File: src/rtl/i2s_pkg.sv
// Shared constants and FSM encoding for the I2S frame capture slice.
package i2s_pkg;

    localparam int   I2S_DATA_W = 24;
    localparam int   I2S_CNT_W  = 6;
    localparam logic LEFT_CH    = 1'b0;
    localparam logic RIGHT_CH   = 1'b1;

    typedef enum logic [1:0] {
        HUNT  = 2'd0,
        SHIFT = 2'd1,
        PAD   = 2'd2
    } deser_state_e;

endpackage

File: src/rtl/i2s_bit_deser.sv
// Oversampled I2S bit deserialiser: bck edge detect, slot-boundary detect, word shifter.
// Emits single-cycle word_done / short pulses in the cycle that samples the deciding bit.
module i2s_bit_deser
    import i2s_pkg::*;
#(
    parameter int DATA_W = I2S_DATA_W,
    parameter int CNT_W  = I2S_CNT_W
) (
    input  logic              mck,
    input  logic              reset_n,
    input  logic              i_bck,
    input  logic              i_lrck,
    input  logic              i_sdata,
    output logic [DATA_W-1:0] o_word,
    output logic              o_word_ch,
    output logic              o_word_done,
    output logic              o_short
);

    deser_state_e      r_state;
    deser_state_e      w_next;
    logic              r_bck_d;
    logic              r_lrck_at_rise;
    logic              r_ch;
    logic [CNT_W-1:0]  r_cnt;
    logic [DATA_W-2:0] r_shift;
    logic              w_rise;
    logic              w_boundary;

    assign w_rise     = i_bck & ~r_bck_d;
    assign w_boundary = w_rise && (i_lrck != r_lrck_at_rise);
    // The LSB is taken straight from sdata so a word completes in the sampling cycle.
    assign o_word     = {r_shift, i_sdata};
    assign o_word_ch  = r_ch;

    always_ff @(posedge mck or negedge reset_n) begin
        if (!reset_n) begin
            r_state <= HUNT;
        end else begin
            r_state <= w_next;
        end
    end

    always_comb begin
        w_next = r_state;
        case (r_state)
            HUNT:    if (w_boundary) w_next = SHIFT;
            SHIFT:   if (w_boundary) w_next = SHIFT;
                     else if (o_word_done) w_next = PAD;
            PAD:     if (w_boundary) w_next = SHIFT;
            default: w_next = HUNT;
        endcase
    end

    always_comb begin
        o_word_done = 1'b0;
        o_short     = 1'b0;
        if (r_state == SHIFT) begin
            o_short     = w_boundary;
            o_word_done = w_rise && !w_boundary && (r_cnt == CNT_W'(DATA_W - 1));
        end
    end

    // A boundary bit is the I2S delay slot, so it is dropped rather than shifted.
    always_ff @(posedge mck or negedge reset_n) begin
        if (!reset_n) begin
            r_bck_d        <= 1'b0;
            r_lrck_at_rise <= 1'b0;
            r_ch           <= 1'b0;
            r_cnt          <= '0;
            r_shift        <= '0;
        end else begin
            r_bck_d <= i_bck;
            if (w_boundary) begin
                r_lrck_at_rise <= i_lrck;
                r_ch           <= i_lrck;
                r_cnt          <= '0;
                r_shift        <= '0;
            end else if (w_rise && r_state == SHIFT) begin
                r_shift <= o_word[DATA_W-2:0];
                r_cnt   <= r_cnt + CNT_W'(1);
            end
        end
    end

endmodule

File: src/rtl/i2s_frame_capture.sv
// I2S stereo frame capture: pairs left/right words into a valid/ready frame with sticky flags.
// Optional running peak meters are enabled with the macro I2S_FRAME_CAPTURE_PEAK_EN.
module i2s_frame_capture
    import i2s_pkg::*;
#(
    parameter int DATA_W = I2S_DATA_W,
    parameter int CNT_W  = I2S_CNT_W
) (
    input  logic              mck,
    input  logic              reset_n,
    input  logic              bck,
    input  logic              lrck,
    input  logic              sdata,
    output logic [DATA_W-1:0] out_left,
    output logic [DATA_W-1:0] out_right,
    output logic              out_valid,
    input  logic              out_ready,
    output logic              overrun,
    output logic              short_err,
    input  logic              clr_err
`ifdef I2S_FRAME_CAPTURE_PEAK_EN
    ,
    input  logic              peak_clr,
    output logic [DATA_W-2:0] peak_left,
    output logic [DATA_W-2:0] peak_right
`endif
);

    logic [DATA_W-1:0] w_word;
    logic              w_word_ch;
    logic              w_word_done;
    logic              w_short;
    logic              w_frame_done;
    logic [DATA_W-1:0] r_hold;
    logic              r_left_pend;
    logic [DATA_W-1:0] r_out_left;
    logic [DATA_W-1:0] r_out_right;
    logic              r_out_valid;
    logic              r_overrun;
    logic              r_short_err;

    i2s_bit_deser #(
        .DATA_W (DATA_W),
        .CNT_W  (CNT_W)
    ) u_deser (
        .mck         (mck),
        .reset_n     (reset_n),
        .i_bck       (bck),
        .i_lrck      (lrck),
        .i_sdata     (sdata),
        .o_word      (w_word),
        .o_word_ch   (w_word_ch),
        .o_word_done (w_word_done),
        .o_short     (w_short)
    );

    assign w_frame_done = w_word_done && (w_word_ch == RIGHT_CH) && r_left_pend;

    assign out_left  = r_out_left;
    assign out_right = r_out_right;
    assign out_valid = r_out_valid;
    assign overrun   = r_overrun;
    assign short_err = r_short_err;

    // A right word only forms a frame when a left word is waiting for it.
    always_ff @(posedge mck or negedge reset_n) begin
        if (!reset_n) begin
            r_hold      <= '0;
            r_left_pend <= 1'b0;
            r_out_left  <= '0;
            r_out_right <= '0;
        end else if (w_short) begin
            r_left_pend <= 1'b0;
        end else if (w_word_done) begin
            if (w_word_ch == LEFT_CH) begin
                r_hold      <= w_word;
                r_left_pend <= 1'b1;
            end else if (r_left_pend) begin
                r_out_left  <= r_hold;
                r_out_right <= w_word;
                r_left_pend <= 1'b0;
            end
        end
    end

    always_ff @(posedge mck or negedge reset_n) begin
        if (!reset_n) begin
            r_out_valid <= 1'b0;
            r_overrun   <= 1'b0;
            r_short_err <= 1'b0;
        end else begin
            if (w_frame_done) begin
                r_out_valid <= 1'b1;
            end else if (r_out_valid && out_ready) begin
                r_out_valid <= 1'b0;
            end
            if (w_frame_done && r_out_valid && !out_ready) begin
                r_overrun <= 1'b1;
            end else if (clr_err) begin
                r_overrun <= 1'b0;
            end
            if (w_short) begin
                r_short_err <= 1'b1;
            end else if (clr_err) begin
                r_short_err <= 1'b0;
            end
        end
    end

`ifdef I2S_FRAME_CAPTURE_PEAK_EN
    logic [DATA_W-2:0] r_peak_left;
    logic [DATA_W-2:0] r_peak_right;
    logic [DATA_W-2:0] w_mag_left;
    logic [DATA_W-2:0] w_mag_right;

    // The most negative code has no positive twin, so it saturates to all-ones.
    function automatic logic [DATA_W-2:0] magnitude(input logic [DATA_W-1:0] x);
        logic [DATA_W-1:0] neg;
        neg = -x;
        if (!x[DATA_W-1]) begin
            return x[DATA_W-2:0];
        end else if (x[DATA_W-2:0] == '0) begin
            return '1;
        end else begin
            return neg[DATA_W-2:0];
        end
    endfunction

    assign w_mag_left  = magnitude(r_hold);
    assign w_mag_right = magnitude(w_word);
    assign peak_left   = r_peak_left;
    assign peak_right  = r_peak_right;

    always_ff @(posedge mck or negedge reset_n) begin
        if (!reset_n) begin
            r_peak_left  <= '0;
            r_peak_right <= '0;
        end else if (peak_clr) begin
            r_peak_left  <= '0;
            r_peak_right <= '0;
        end else if (w_frame_done) begin
            if (w_mag_left > r_peak_left) r_peak_left <= w_mag_left;
            if (w_mag_right > r_peak_right) r_peak_right <= w_mag_right;
        end
    end
`endif

endmodule

File: config.mk
export PLATFORM = sky130hd
export DESIGN_NAME = i2s_frame_capture
export DESIGN_NICKNAME = d
export VERILOG_FILES = /design/src/rtl/i2s_pkg.sv /design/src/rtl/i2s_bit_deser.sv /design/src/rtl/i2s_frame_capture.sv
export SDC_FILE = /design/constraint.sdc
export NUM_CORES = 1
export LEC_CHECK = 0
export CORE_ASPECT_RATIO = 1.2
export CORE_MARGIN = 3
export CORE_UTILIZATION = 50
export CTS_BUF_LIST = sky130_fd_sc_hd__clkbuf_4
export DETAILED_ROUTE_END_ITERATION = 16
export GPL_TIMING_DRIVEN = 1
export PLACE_DENSITY = 0.74
export SKIP_CTS_REPAIR_TIMING = 1
export SLEW_MARGIN = 10
export SYNTH_ARGS = -nofsm -noshare
export SYNTH_HDL_FRONTEND = slang
export SYNTH_SLANG_ARGS = --single-unit
File: constraint.sdc
create_clock -name mck -period 3.7 [get_ports mck]
set_input_delay 0.37 -clock mck [delete_from_list [all_inputs] [get_ports mck]]
set_output_delay 0.37 -clock mck [all_outputs]
set_load 0.01 [all_outputs]
Yosys cells after proc, flatten, opt, wreduce, memory -nomap -nowiden --
Index checks and enable logic that the tools add are counted.
Operators by class: bitwise operators 4, mux-type cells 18, equal/unequal tests 6, $add $sub $neg 1, reductions and logical operators 21
Operators by type and width (count):
- $mux 23 | 2
- $mux 6 | 2
- $mux 1 | 10
- $reduce_bool 2->1 | 5
- $logic_and 1x1->1 | 9
- $add 6x1->6 const B | 1
- $eq 6x5->1 const B | 1
- $mux 2 | 3
- $pmux 2 s2 | 1
- $reduce_and 4->1 | 1
- $ne 3x2->1 const B | 1
- $not 1->1 | 3
- $reduce_and 3->1 | 1
- $eq 2x1->1 const B | 1
- $eq 2x2->1 const B | 1
- $logic_not 1->1 | 2
- $logic_not 2->1 | 1
- $ne 2x1->1 const B | 1
- $reduce_and 2->1 | 1
- $reduce_or 2->1 | 1
- $and 1x1->1 | 1
- $ne 1x1->1 | 1
Storage, ports and cells: input bits 7, logic and storage cells 62, output and inout bits 51, register bits after elaboration 109

Logic depth before layout (Yosys ltp) --
word-level depth 12, gate-level depth with buffers 8, depth with buffers taken out 5

Hierarchy --
A second synthesis with hierarchy kept.
Second synthesis, totals: cell total of the unflattened synthesis 315, area total of the unflattened synthesis 4329.2 µm²
Modules (own cells, without submodules):
- i2s_frame_capture | sequential area each 1901.8 µm², instances 1, cells an instance 165, area each 2916.5 µm²
- i2s_bit_deser | sequential area each 825.8 µm², instances 1, cells an instance 150, area each 1412.6 µm²

Least setup slack after synthesis --
Ideal clock, no wire load.
path type register to register, start register u_deser.r_state[1], end register r_out_right[0] (netlist: out_right[0]), arrival time 1739 ps, required time 3575 ps, cell stages (with the launch flop) 9, slack 1836 ps, library setup time 125 ps, cell sequence dfrtp_1 nand4bb_1 buf_2 and4bb_1 buf_4 nand3_2 buf_6 buf_6 mux2_4
On the way: cells in the longest elaborated chain, start to end 4, elaborated cells on any way between the ends 5
Ends and longest elaborated chain:
- from (decl) | RTL line i2s_bit_deser.sv:20 | deser_state_e r_state;
- from (signal assigned) | RTL line i2s_bit_deser.sv:40 | r_state <= w_next;
- $eq 2x1->1 * | RTL line i2s_bit_deser.sv:58 | if (r_state == SHIFT) begin
- $mux 1 | RTL line i2s_bit_deser.sv:58
- $not 1->1 (no source line)
- $reduce_and 4->1 (no source line) *
- to (signal assigned) | RTL line i2s_frame_capture.sv:80 | r_out_right <= w_word;
- to (decl) | RTL line i2s_frame_capture.sv:37 | logic [DATA_W-1:0] r_out_right;
Every way passes the cells marked *; elsewhere a longest branch is shown, timed or not. A chain may end at the register's enable or synchronous reset.

Worst setup path after layout --
start register u_deser.r_state[1], end register r_hold[11]
On the way: cells in the longest elaborated chain, start to end 4, elaborated cells on any way between the ends 5
Ends and longest elaborated chain:
- $eq 2x1->1 * | RTL line i2s_bit_deser.sv:58
- $mux 1 | RTL line i2s_bit_deser.sv:58
- $not 1->1 (no source line)
- $reduce_and 3->1 (no source line) *
- to (signal assigned) | RTL line i2s_frame_capture.sv:76 | r_hold <= w_word;
- to (decl) | RTL line i2s_frame_capture.sv:34 | logic [DATA_W-1:0] r_hold;
Marked as above.

==> flow_summary.toml <==
[final_layout]
layout_commonest_cell = "dfrtp_1"
syn_to_final_growth_pct = 19.48
final_layout_size_suffix_gt1_frac = 0.2619
final_cell_mix = "109 x dfrtp_1, 56 x clkdlybuf4s50_1, 55 x mux2_2"
post-route-util = 0.6219
n_fill_cell = 660
antennaDiodeCount = 0
final_nets = 381

[clocking]
clk_latency_ns = 0.45
cts_sinks = 109
cts_made_buffers = 9
clk_pin_slew_worst_paths_ns = 0.15
cts_tree = "yes"
root_buffer = "clkbuf_4"
htreeDepth = 3
cts_max_path_buffers = 2

[routing]
wl_per_cell_um = 14.73
wl_mm = 7.245
drtIter0Drc = 160
via_per_inst = 5.154
postRouteAntennaNets = 0
firstDrtPassIters = 4
via_count = 2536
drcViolationCount = 0

[timing]
tns_ns = 0
worst_pin_slew_ns = 0.6930
max_freq_mhz = 438.9
slew_headroom = 0.5380
fin_crit_ns = 2.279
setup_slack_ns = 1.421
maxSlewViolCount = 0
clock_skew_ns = 0.02261
rsz0062_at_grt = "no"
hold_viol = 0
finalSetupViolCount = 0
min_period_over_period = 0.6158

[hold_path]
whs_endpoint = "u_deser.r_bck_d"
hold_class = "input port to flip-flop"
hold_depth = 1
min_from = "bck"

[placed_design]
pre_cts_ws_ns = 1.038
gp_congestion = 0.7391
hpwl_mm = 4.936
port_buffers = 57

[synthesis]
synth.distinct_cells = 30
postSynthAreaPerCell_um2 = 13.66
ys_seq_elements = 109
syn_area_um2 = 4290
ys_top_cells_by_area = "dfrtp_1 64%, mux2_2 14%, mux2_4 6.3%"
seq_area_frac_synth = 0.6358
syn_nets = 322
synth-warning-count = 0
synth.top_cell.area_share = 0.6358
synth_largest_area_cell = "dfrtp_1"
syn_inst = 314

[setup_path]
startpoint_type = "flip-flop"
reg2regPathDepth = 5
path_class = "flip-flop to flip-flop"
r2r_end = "r_hold[11]"
slowest_delay_ns = 0.46
worstSetupEndpointType = "flip-flop"
slowest_stage = "dfrtp_1"
cp_cell_sequence = "nand4bb_1, buf_4, and4bb_1, nand2_2, mux2_2"
critPathRequiredTime_ns = 4.04
critPathMaxFanout = 27
cp.arrival_ns = 2.62
cp.depth = 5
ff2ff_setup_slack_ns = 1.42
r2r_start = "u_deser.r_state[1]"
worst_path_dominant_cell_family = "simple AND/OR/NAND/NOR gates"
path_buf_inv = 1

[pwr]
power_density_nw_per_um2 = 380.8
ir_worst_vdd_mv = 0.2014
leakage_uw = 0.002509

[outcome]
status = "finished, final reports clean"

[flow_run]
maxCapViolations = 0

[floorplanning]
io_pins = 58
die_w_um = 90.56
die_area_um2 = 9733
die_h_um = 107.5
core_um2 = 8243
fp-row-count = 36
start_util = 0.5205

[global_routing]
antenna_found_initial = 0
grt_pass1_wl_mm = 12.23
grt_max_degree = 58
overflow = 0
grt_usage = 0.1579
grt_pass1_vias = 2523
-- power breakdown --
part           internal (uW)  total (uW)  leakage, uW  switching (uW)
Combinational           42.9         111     0.000925            67.6
Clock                    211         589    0.0000771             379
Sequential              1220        1250      0.00151            31.9
Total                   1470        1950      0.00251             478
-- worst max path at each step --
stage / slack [ns] / from / endpoint
2_1_floorplan: 1.84 / u_deser.r_state[1] / out_right[0]
3_3_place_gp: 1.07 / bck / r_hold[9]
3_5_place_dp: 1.04 / bck / r_hold[8]
4_1_cts: 1.42 / u_deser.r_state[1] / r_hold[8]
5_1_grt: 1.31 / u_deser.r_state[1] / r_hold[11]
6_report: 1.42 / u_deser.r_state[1] / r_hold[11]
-- cell usage after synthesis, drive strengths merged --
| master | count |
|---|---|
| and4bb | 1 |
| nand4bb | 1 |
| inv | 3 |
| mux2 | 73 |
| nand3b | 1 |
| ha | 1 |
| xor2 | 4 |
| and3 | 2 |
| clkbuf | 5 |
| o21bai | 1 |
| nor3b | 1 |
| xnor2 | 2 |
| o22ai | 2 |
| a21oi | 27 |
| buf | 12 |
| nand2b | 1 |
| nand4 | 2 |
| nor2 | 7 |
| dfrtp | 109 |
| nand2 | 53 |
| nand3 | 1 |
| nor2b | 2 |
| a2bb2oi | 1 |
| o21ai | 1 |
| nor4bb | 1 |
-- metal layers --
layer | vias up | GRT usage | wire, um
met5 | - | 0 | 0
met4 | 0 | 0.07440 | 153
met3 | 13 | 0.02517 | 199
met2 | 44 | 0.2703 | 3725
met1 | 1294 | 0.1971 | 3167
li1 | 1185 | - | -
-- state kept, by name, indices dropped and copies added, names as in the netlist --
name                    flops
out_left                   24
u_deser.r_cnt               6
u_deser.r_bck_d             1
u_deser.r_lrck_at_rise      1
out_right                  24
out_valid                   1
short_err                   1
overrun                     1
u_deser.r_shift            23
r_left_pend                 1
u_deser.r_state             2
r_hold                     24
-- area by class of cell --
cell class | count | area [um2] | share of cell area
Inverter | 3 | 11.26 | 0.002197
Clock buffer | 9 | 67.56 | 0.01318
Tap cell | 114 | 142.6 | 0.02783
Clock inverter | 7 | 75.07 | 0.01464
Sequential cell | 109 | 2728 | 0.5321
Timing Repair Buffer | 65 | 630.6 | 0.1230
Multi-Input combinational cell | 185 | 1471 | 0.2870
-- metrics by stage --
stage | hold WS (ns) | instances | area, um2 | total power, uW
2_1_floorplan | 0.07441 | 314 | 4290 | 1326
3_3_place_gp | 0.4550 | 475 | 4974 | 1378
3_5_place_dp | 0.4639 | 475 | 4974 | 1385
4_1_cts | -0.06568 | 491 | 5116 | 1973
5_1_grt | 0.4187 | 492 | 5126 | 2037
6_report | 0.4361 | 492 | 5126 | 1952
-- logic make-up after synthesis --
group / share of synthesized area
compound gates: 0.03937
flops: 0.6358
simple gates: 0.07699
mux: 0.2073
buf+inv: 0.02537
fa+ha+maj: 0.002916
xor+xnor: 0.01225
No activity file was read; power rests on OpenSTA's default activity.
